`config.mk`:
```
export PLATFORM = sky130hd
export DESIGN_NAME = ask_fsk_tx_top
export DESIGN_NICKNAME = d
export VERILOG_FILES = /design/src/rtl/ask_fsk_pkg.sv /design/src/rtl/ask_fsk_tx_top_carrier_gen.sv /design/src/rtl/ask_fsk_tx_top.sv
export SDC_FILE = /design/constraint.sdc
export NUM_CORES = 1
export LEC_CHECK = 0
export CAP_MARGIN = 20
export CORE_ASPECT_RATIO = 0.5
export CORE_MARGIN = 5
export CORE_UTILIZATION = 50
export CTS_CLUSTER_SIZE = 24
export DETAILED_ROUTE_END_ITERATION = 6
export GPL_TIMING_DRIVEN = 1
export PLACE_DENSITY = 0.7
export SLEW_MARGIN = 15
export SYNTH_ARGS = -nofsm -noshare
export SYNTH_HDL_FRONTEND = slang
export SYNTH_SLANG_ARGS = --single-unit
```
`constraint.sdc`:
```
create_clock -name clk -period 2.9 [get_ports clk]
set_input_delay 0.435 -clock clk [delete_from_list [all_inputs] [get_ports clk]]
set_output_delay 0.435 -clock clk [all_outputs]
set_load 0.1 [all_outputs]
```
`src/rtl/ask_fsk_pkg.sv`:
```
// Shared types and constants for the ASK/FSK serial transmitter.
package ask_fsk_pkg;

  localparam int MSG_W      = 5;   // message width in bits
  localparam int BIT_CYCLES = 64;  // clocks per transmitted bit

  localparam logic MODE_ASK = 1'b0;  // on/off keying
  localparam logic MODE_FSK = 1'b1;  // binary frequency-shift keying

  typedef enum logic [1:0] {
    IDLE,
    TX,
    WAIT_REL
  } state_t;

endpackage

```
`src/rtl/ask_fsk_tx_top_carrier_gen.sv`:
```
// Toggling square-wave generator. A restart forces the wave high and clears
// the half-period counter; otherwise, while enabled, the wave toggles every
// half_period clocks. Restart has priority over a coincident toggle.
module carrier_gen (
  input  logic       clk,
  input  logic       rst,
  input  logic       restart,
  input  logic [4:0] half_period,
  input  logic       enable,
  output logic       wave
);

  logic [4:0] hcnt;

  // Half-period counter and wave register; restart beats toggle.
  // NOTE: sequential state is written with non-blocking assignments only, so
  // every register samples the pre-edge values regardless of statement order.
  always_ff @(posedge clk or posedge rst) begin
    if (rst) begin
      hcnt <= '0;
      wave <= 1'b0;
    end else if (restart) begin
      hcnt <= '0;
      wave <= 1'b1;
    end else if (enable) begin
      if (hcnt == half_period - 5'd1) begin
        hcnt <= '0;
        wave <= ~wave;
      end else begin
        hcnt <= hcnt + 5'd1;
      end
    end
  end

endmodule

```
`src/rtl/ask_fsk_tx_top.sv`:
```
// ASK/FSK serial transmitter: latches a message on a send request and shifts
// it out MSB first, one bit per BIT_CYCLES clocks, as a keyed square wave.
module ask_fsk_tx_top
  import ask_fsk_pkg::*;
(
  input  logic             clk,
  input  logic             rst,
  input  logic             send,
  input  logic [2:0]       cnt,
  input  logic [MSG_W-1:0] msg,
  input  logic             mode,
  output logic             out
);

  localparam int TW = $clog2(BIT_CYCLES);
  localparam int IW = $clog2(MSG_W);

  state_t           state, state_nxt;
  logic             armed;
  logic [MSG_W-1:0] sh_msg;
  logic             sh_mode;
  logic [2:0]       sh_cnt;
  logic [TW-1:0]    bit_timer;
  logic [IW-1:0]    bit_idx;

  logic       start, bit_end, last_bit, cur_bit, restart, in_tx, wave;
  logic [3:0] h;
  logic [4:0] half_period;

  assign in_tx    = (state == TX);
  assign start    = (state == IDLE) && (send == 1'b1) && armed;
  assign bit_end  = in_tx && (bit_timer == TW'(BIT_CYCLES - 1));
  assign last_bit = (bit_idx == '0);
  assign cur_bit  = sh_msg[bit_idx];
  assign restart  = start || bit_end;

  // Base half-period H = cnt+1; the FSK slow tone for a '0' bit uses 2H.
  assign h           = {1'b0, sh_cnt} + 4'd1;
  assign half_period = (sh_mode == MODE_FSK && !cur_bit) ? {h, 1'b0} : {1'b0, h};

  // State register.
  always_ff @(posedge clk or posedge rst) begin
    if (rst) state <= IDLE;
    else     state <= state_nxt;
  end

  // Next-state logic: one frame per send assertion, release required to re-arm.
  // NOTE: the default assignment first keeps this block free of inferred latches.
  always_comb begin
    state_nxt = state;
    case (state)
      IDLE:     if (start) state_nxt = TX;
      TX:       if (bit_end && last_bit) state_nxt = WAIT_REL;
      WAIT_REL: if (send == 1'b0) state_nxt = IDLE;
      default:  state_nxt = IDLE;
    endcase
  end

  // Shadow registers, bit timer, bit index and re-arm flag.
  always_ff @(posedge clk or posedge rst) begin
    if (rst) begin
      sh_msg    <= '0;
      sh_mode   <= MODE_ASK;
      sh_cnt    <= '0;
      bit_timer <= '0;
      bit_idx   <= '0;
      armed     <= 1'b1;
    end else if (start) begin
      sh_msg    <= msg;
      sh_mode   <= mode;
      sh_cnt    <= cnt;
      bit_timer <= '0;
      bit_idx   <= IW'(MSG_W - 1);
      armed     <= 1'b0;
    end else if (in_tx) begin
      if (bit_end) begin
        bit_timer <= '0;
        if (!last_bit) bit_idx <= bit_idx - 1'b1;
      end else begin
        bit_timer <= bit_timer + 1'b1;
      end
    end else if (state == WAIT_REL && send == 1'b0) begin
      armed <= 1'b1;
    end
  end

  carrier_gen u_carrier (
    .clk         (clk),
    .rst         (rst),
    .restart     (restart),
    .half_period (half_period),
    .enable      (in_tx),
    .wave        (wave)
  );

  // Registered output: carrier gated by ASK keying, forced low outside TX.
  always_ff @(posedge clk or posedge rst) begin
    if (rst) out <= 1'b0;
    else     out <= in_tx && wave && (sh_mode == MODE_FSK || cur_bit);
  end

endmodule

```
Yosys cells after proc, flatten, opt, wreduce, memory -nomap -nowiden
Cells that the tools add are included.
Word-level totals
  register bits: 28
  latch bits: 0
  bits in writable memories: 0
  ROM bits: 0
  word-level logic and storage cells: 72
  memories: 0
Cells by class
  $add $sub $neg: 5
  multipliers: 0
  div/mod/pow operators: 0
  $lt $le $gt $ge: 1
  equal/unequal tests: 9
  shifts and indexed selects: 0
  mux-type cells: 23
  bitwise operators: 2
  reductions and logical operators: 22
Operators with widths (count)
  two-way mux 5 bit: 4
  two-way mux 6 bit: 3
  two-way mux 3 bit: 4
  nonzero test 2 bit: 5
  logical AND 1 bit: 8
  inequality test 2 bit (second input constant): 4
  two-way mux 1 bit: 7
  adder 6 x 1 -> 6 bit (second input constant): 1
  equality test 6 bit (second input constant): 1
  two-way mux 2 bit: 3
  case mux 2 bit (3 select lines): 1
  AND reduction 3 bit: 2
  adder 5 x 1 -> 5 bit (second input constant): 1
  equality test 5 bit: 1
  subtractor 5 x 1 -> 5 bit (second input constant): 1
  adder 3 x 1 -> 4 bit (second input constant): 1
  less-than comparator 3 x 4 -> 1 bit (second input constant): 1
  AND reduction 2 bit: 2
  binary-select mux 1 bit (select 3 bit): 1
  zero test 3 bit: 1
  subtractor 3 x 1 -> 3 bit (second input constant): 1
  equality test 2 x 1 -> 1 bit (second input constant): 1
  equality test 2 bit (second input constant): 1
  zero test 2 bit: 1
  4 further kinds: 6

Longest topological paths before layout
  depth in word-level cells: 10
  gate-level depth with buffers: 9

By module
A second synthesis with hierarchy kept.
Unflattened totals
  cells, all modules: 157
  area, all modules: 1625.3 µm²
By module, submodules not included
  ask_fsk_tx_top: instances 1, cells an instance 108, area each 1174.9 µm², sequential area each 551.8 µm²
  carrier_gen: instances 1, cells an instance 49, area each 450.4 µm², sequential area each 150.1 µm²

Worst setup path after synthesis
Ideal clock, no wire load.
  path kind: reg2reg
  start point: register sh_cnt[1]
  end point: register u_carrier.wave
  setup time: 120 ps
  arrival: 2230 ps
  data required time: 2780 ps
  slack: 550 ps
  stages on the path, launching flop included: 10
  path buffers: 1
  period minus slack after synthesis: 2350 ps
  cell sequence: dfrtp_1 -> ha_1 -> clkbuf_1 -> nand2b_1 -> a311o_1 -> a21oi_1 -> mux2i_1 -> nand3b_1 -> o31a_1 -> a31o_1
On the way
  cells in the longest elaborated chain, start to end: 6
RTL lines
  start: declaration: line ask_fsk_tx_top.sv:22  | logic [2:0] sh_cnt;
  start signal: assignment: line ask_fsk_tx_top.sv:71  | sh_cnt <= cnt;
  adder 3 x 1 -> 4 bit: line ask_fsk_tx_top.sv:38  | assign h = {1'b0, sh_cnt} + 4'd1;
  two-way mux 5 bit: line ask_fsk_tx_top.sv:39  | assign half_period = (sh_mode == MODE_FSK && !cur_bit) ? {h, 1'b0} : {1'b0, h};
  subtractor 5 x 1 -> 5 bit: line ask_fsk_tx_top_carrier_gen.sv:26  | if (hcnt == half_period - 5'd1) begin
  equality test 5 bit: line ask_fsk_tx_top_carrier_gen.sv:26
  nonzero test 2 bit (no source line)
  AND reduction 2 bit (no source line)
  end signal: assignment: line ask_fsk_tx_top_carrier_gen.sv:28  | wave <= ~wave;
  end: declaration: line ask_fsk_tx_top_carrier_gen.sv:10  | output logic wave
No other way between the ends.
A chain may end at the register's enable or synchronous reset.

Worst setup path in the final report
Ends and elaborated chain as after synthesis.

==> results.toml <==
[status]
status = "finished, final reports clean"

[floorplanning]
die_h_um = 51.7
core_area_um2 = 3380
initial_core_util = 0.514
rows = 15
ios = 13
die_x_um = 93.3
dieArea_um2 = 4820

[yosys]
syn_nets = 221
synth-seq-area-share = 0.404
synth_warnings = 0
yosys-top-cells-area = "dfrtp_1 39%, nand2_1 7.8%, ha_1 3.6%, o21ai_0 3.2%, nor2_1 3.0%"
netlist_instances = 204
synth_top_family_by_area = "simple AND/OR/NAND/NOR gates"
synth_top_cell_by_area = "dfrtp_1"
synth-edff-count = 0
synth_fa_ha_area_frac = 0.0360
synth-main-ff-cell = "dfrtp_1"
synth.top_cell.area_share = 0.389
synth_compound_area_frac = 0.188
ys_seq_elements = 28
ys_types = 47
muxShareOfSynthArea = 0.0353
synth_area_um2 = 1740
synth_xor_area_frac = 0.0353
synth_simple_gate_area_frac = 0.257
syn-mean-instance-area_um2 = 8.51
async_flop_share = 1.00

[worst_hold_path]
hp-class = "flop to flop"

[clock_tree]
hold_buffers = 0
cts_sinks = 28
cts_tree = "built"
cts_resized = 0
path_clk_slew_ns = 0.10
cts-root-buf = "clkbuf_8"
cts_buffers = 3
insertion_delay_ns = 0.28
clockBufferDepth = 2
post-cts-setup-buffers = 0
htree_levels = 1

[finish]
area.sequential_um2 = 702
nNetsFinal = 233
drive_above_1_share = 0.0791
multi_input_area_um2 = 962
fillCellCount = 309
n_antenna_cell = 0
fin_area_um2 = 1960
area_growth_pct = 13.0

[power]
power.internal_uw = 915
swShare = 0.383
seqPwrFrac = 0.447
power_density_nw_per_um2 = 757
peakVddDrop_uv = 381
clockPowerShare = 0.164
p_leak_nw = 0.850
p_comb_frac = 0.389
p_switching_uw = 569

[setup_path]
crit_slowest_cell = "dfrtp_1"
crit_buf_inv = 0
max_stage_delay_ns = 0.46
endpoint_kind = "flop"
critPathLaunchType = "flop"
required_ns = 3.08
worstPathCellList = "ha_1, nand2b_1, a311o_1, a21oi_1, mux2i_1, nand3b_1, o31a_1, a31o_1"
path_class = "flop to flop"
crit_family = "compound AO/OA/AOI/OAI gates"
path_max_fanout = 8
arrival_ns = 2.64

[detailed_routing]
postRouteAntennaNets = 0
drtIter0Drc = 41
wirelength_mm = 3.52
wl_per_cell_um = 13.7
drtPass1Iterations = 4
drc = 0
via_count = 1470
via_per_inst = 5.72

[global_route]
grt_pass1_wl_mm = 6.06
track_usage = 0.160
grt_pass1_vias = 1327
grt_max_degree = 29
antenna_found_initial = 0
overflow = 0

[flow_run]
max-cap-violations = 0

[sta]
hold_violations = 0
relSlewSlack = 0.632
finalCriticalPeriod_ns = 2.46
tns_ns = 0
fin_skew_ns = 0.00918
rsz0062_at_grt = "no"
setup_viol = 0
fmax_ghz = 0.407
finalMaxSlewViolations = 0
finalCritPeriodShare = 0.847
worstMarginPinSlew_ns = 0.547

[place]
dp_hpwl_mm = 2.61
postPlaceCellArea_um2 = 1910
globalplace.congestion = 0.826
portBuffers = 12
==> cells in the mapped netlist (all sizes together), types with 3 or more instances <==
library cell and count:
a21oi 10, and3 4, clkbuf 8, dfrtp 27, ha 5, inv 11, mux2i 5, nand2 36
nand2b 6, nand3 9, nor2 14, nor2b 5, nor3 4, o211ai 3, o21ai 15, o22ai 4
xnor2 5
==> registers in the layout, summed over array words and instances, names as in the netlist <==
signal	count
armed	1
sh_mode	1
u_carrier.wave	1
state	2
u_carrier.hcnt	5
bit_timer	6
out	1
sh_cnt	3
sh_msg	5
bit_idx	3
==> cells in the final DEF, fill, tap and decap left out, types with 2 or more instances in the layout <==
master / count
clkbuf_8: 4
nor2_1: 14
o21ai_1: 3
nor4_1: 2
o22ai_1: 3
nor2b_1: 5
o211ai_1: 3
and3_1: 4
dfrtp_1: 27
a311o_1: 2
nand2b_1: 6
clkdlybuf4s50_1: 11
and2_1: 2
inv_1: 11
a21oi_1: 10
nand3_1: 9
ha_1: 5
buf_4: 5
mux2i_1: 5
nor3_1: 4
xnor2_1: 5
o21ai_0: 11
xor2_1: 2
nand2_1: 36
nand3b_1: 2
==> cell type report <==
| class | instances | area share |
|---|---|---|
| multi-input combinational | 156 | 0.491 |
| sequential | 28 | 0.358 |
| timing repair buffer | 16 | 0.0753 |
| clock buffer | 4 | 0.0281 |
| tap | 42 | 0.0268 |
| inverter | 11 | 0.0211 |
==> per-layer routing <==
layer / global-route usage / wire length [um]
met5: 0 / 0
met4: 0.0365 / 30
met3: 0.0303 / 131
met2: 0.275 / 1640
met1: 0.213 / 1730
==> power groups by stage <==
stage / logic [mW] / clock network [mW] / registers (mW)
2_1_floorplan: 0.480 / 0 / 0.635
3_3_place_gp: 0.559 / 0 / 0.664
3_5_place_dp: 0.581 / 0 / 0.667
4_1_cts: 0.582 / 0.253 / 0.660
5_1_grt: 0.662 / 0.265 / 0.682
6_report: 0.577 / 0.244 / 0.663
==> worst min-delay path: cells and delay by family, from the launching register on <==
kind             cells  cell delay, ns
flip-flops           1            0.35
AND/OR/NAND/NOR      2            0.11
==> through the flow <==
| stage | power, mW | hold slack, ns | utilization | worst slack [ns] | std cells |
|---|---|---|---|---|---|
| 6_report | 1.48 | 0.485 | 0.580 | 0.444 | 257 |
| 5_1_grt | 1.61 | 0.513 | 0.580 | 0.309 | 257 |
| 4_1_cts | 1.50 | 0.485 | 0.580 | 0.458 | 257 |
| 3_5_place_dp | 1.25 | 0.462 | 0.564 | 0.476 | 253 |
| 3_3_place_gp | 1.22 | 0.463 | 0.564 | 0.527 | 253 |
| 2_1_floorplan | 1.12 | 0.445 | - | 0.550 | 204 |
==> worst paths after layout <==
check,start,to,slack [ns],cells past startpoint
worst max-delay path,sh_cnt[1],u_carrier.wave,0.44,8
worst min-delay path,sh_msg[2],sh_msg[2],0.48,2
worst max register to register,sh_cnt[1],u_carrier.wave,0.44,8
worst min register to register,sh_msg[2],sh_msg[2],0.48,2
max in group asynchronous,rst,armed,2.07,3
min in group asynchronous,rst,sh_cnt[0],0.51,3
==> kinds of logic (layout without fill, tap and decap cells) <==
kind of cell    after synthesis  after routing
compound gates               47             47
buf+inv                      20             31
flops                        28             28
mux                           6              6
xor+xnor                      7              7
simple gates                 91             91
fa+ha+maj                     5              5
No activity file was read; power rests on OpenSTA's default activity.
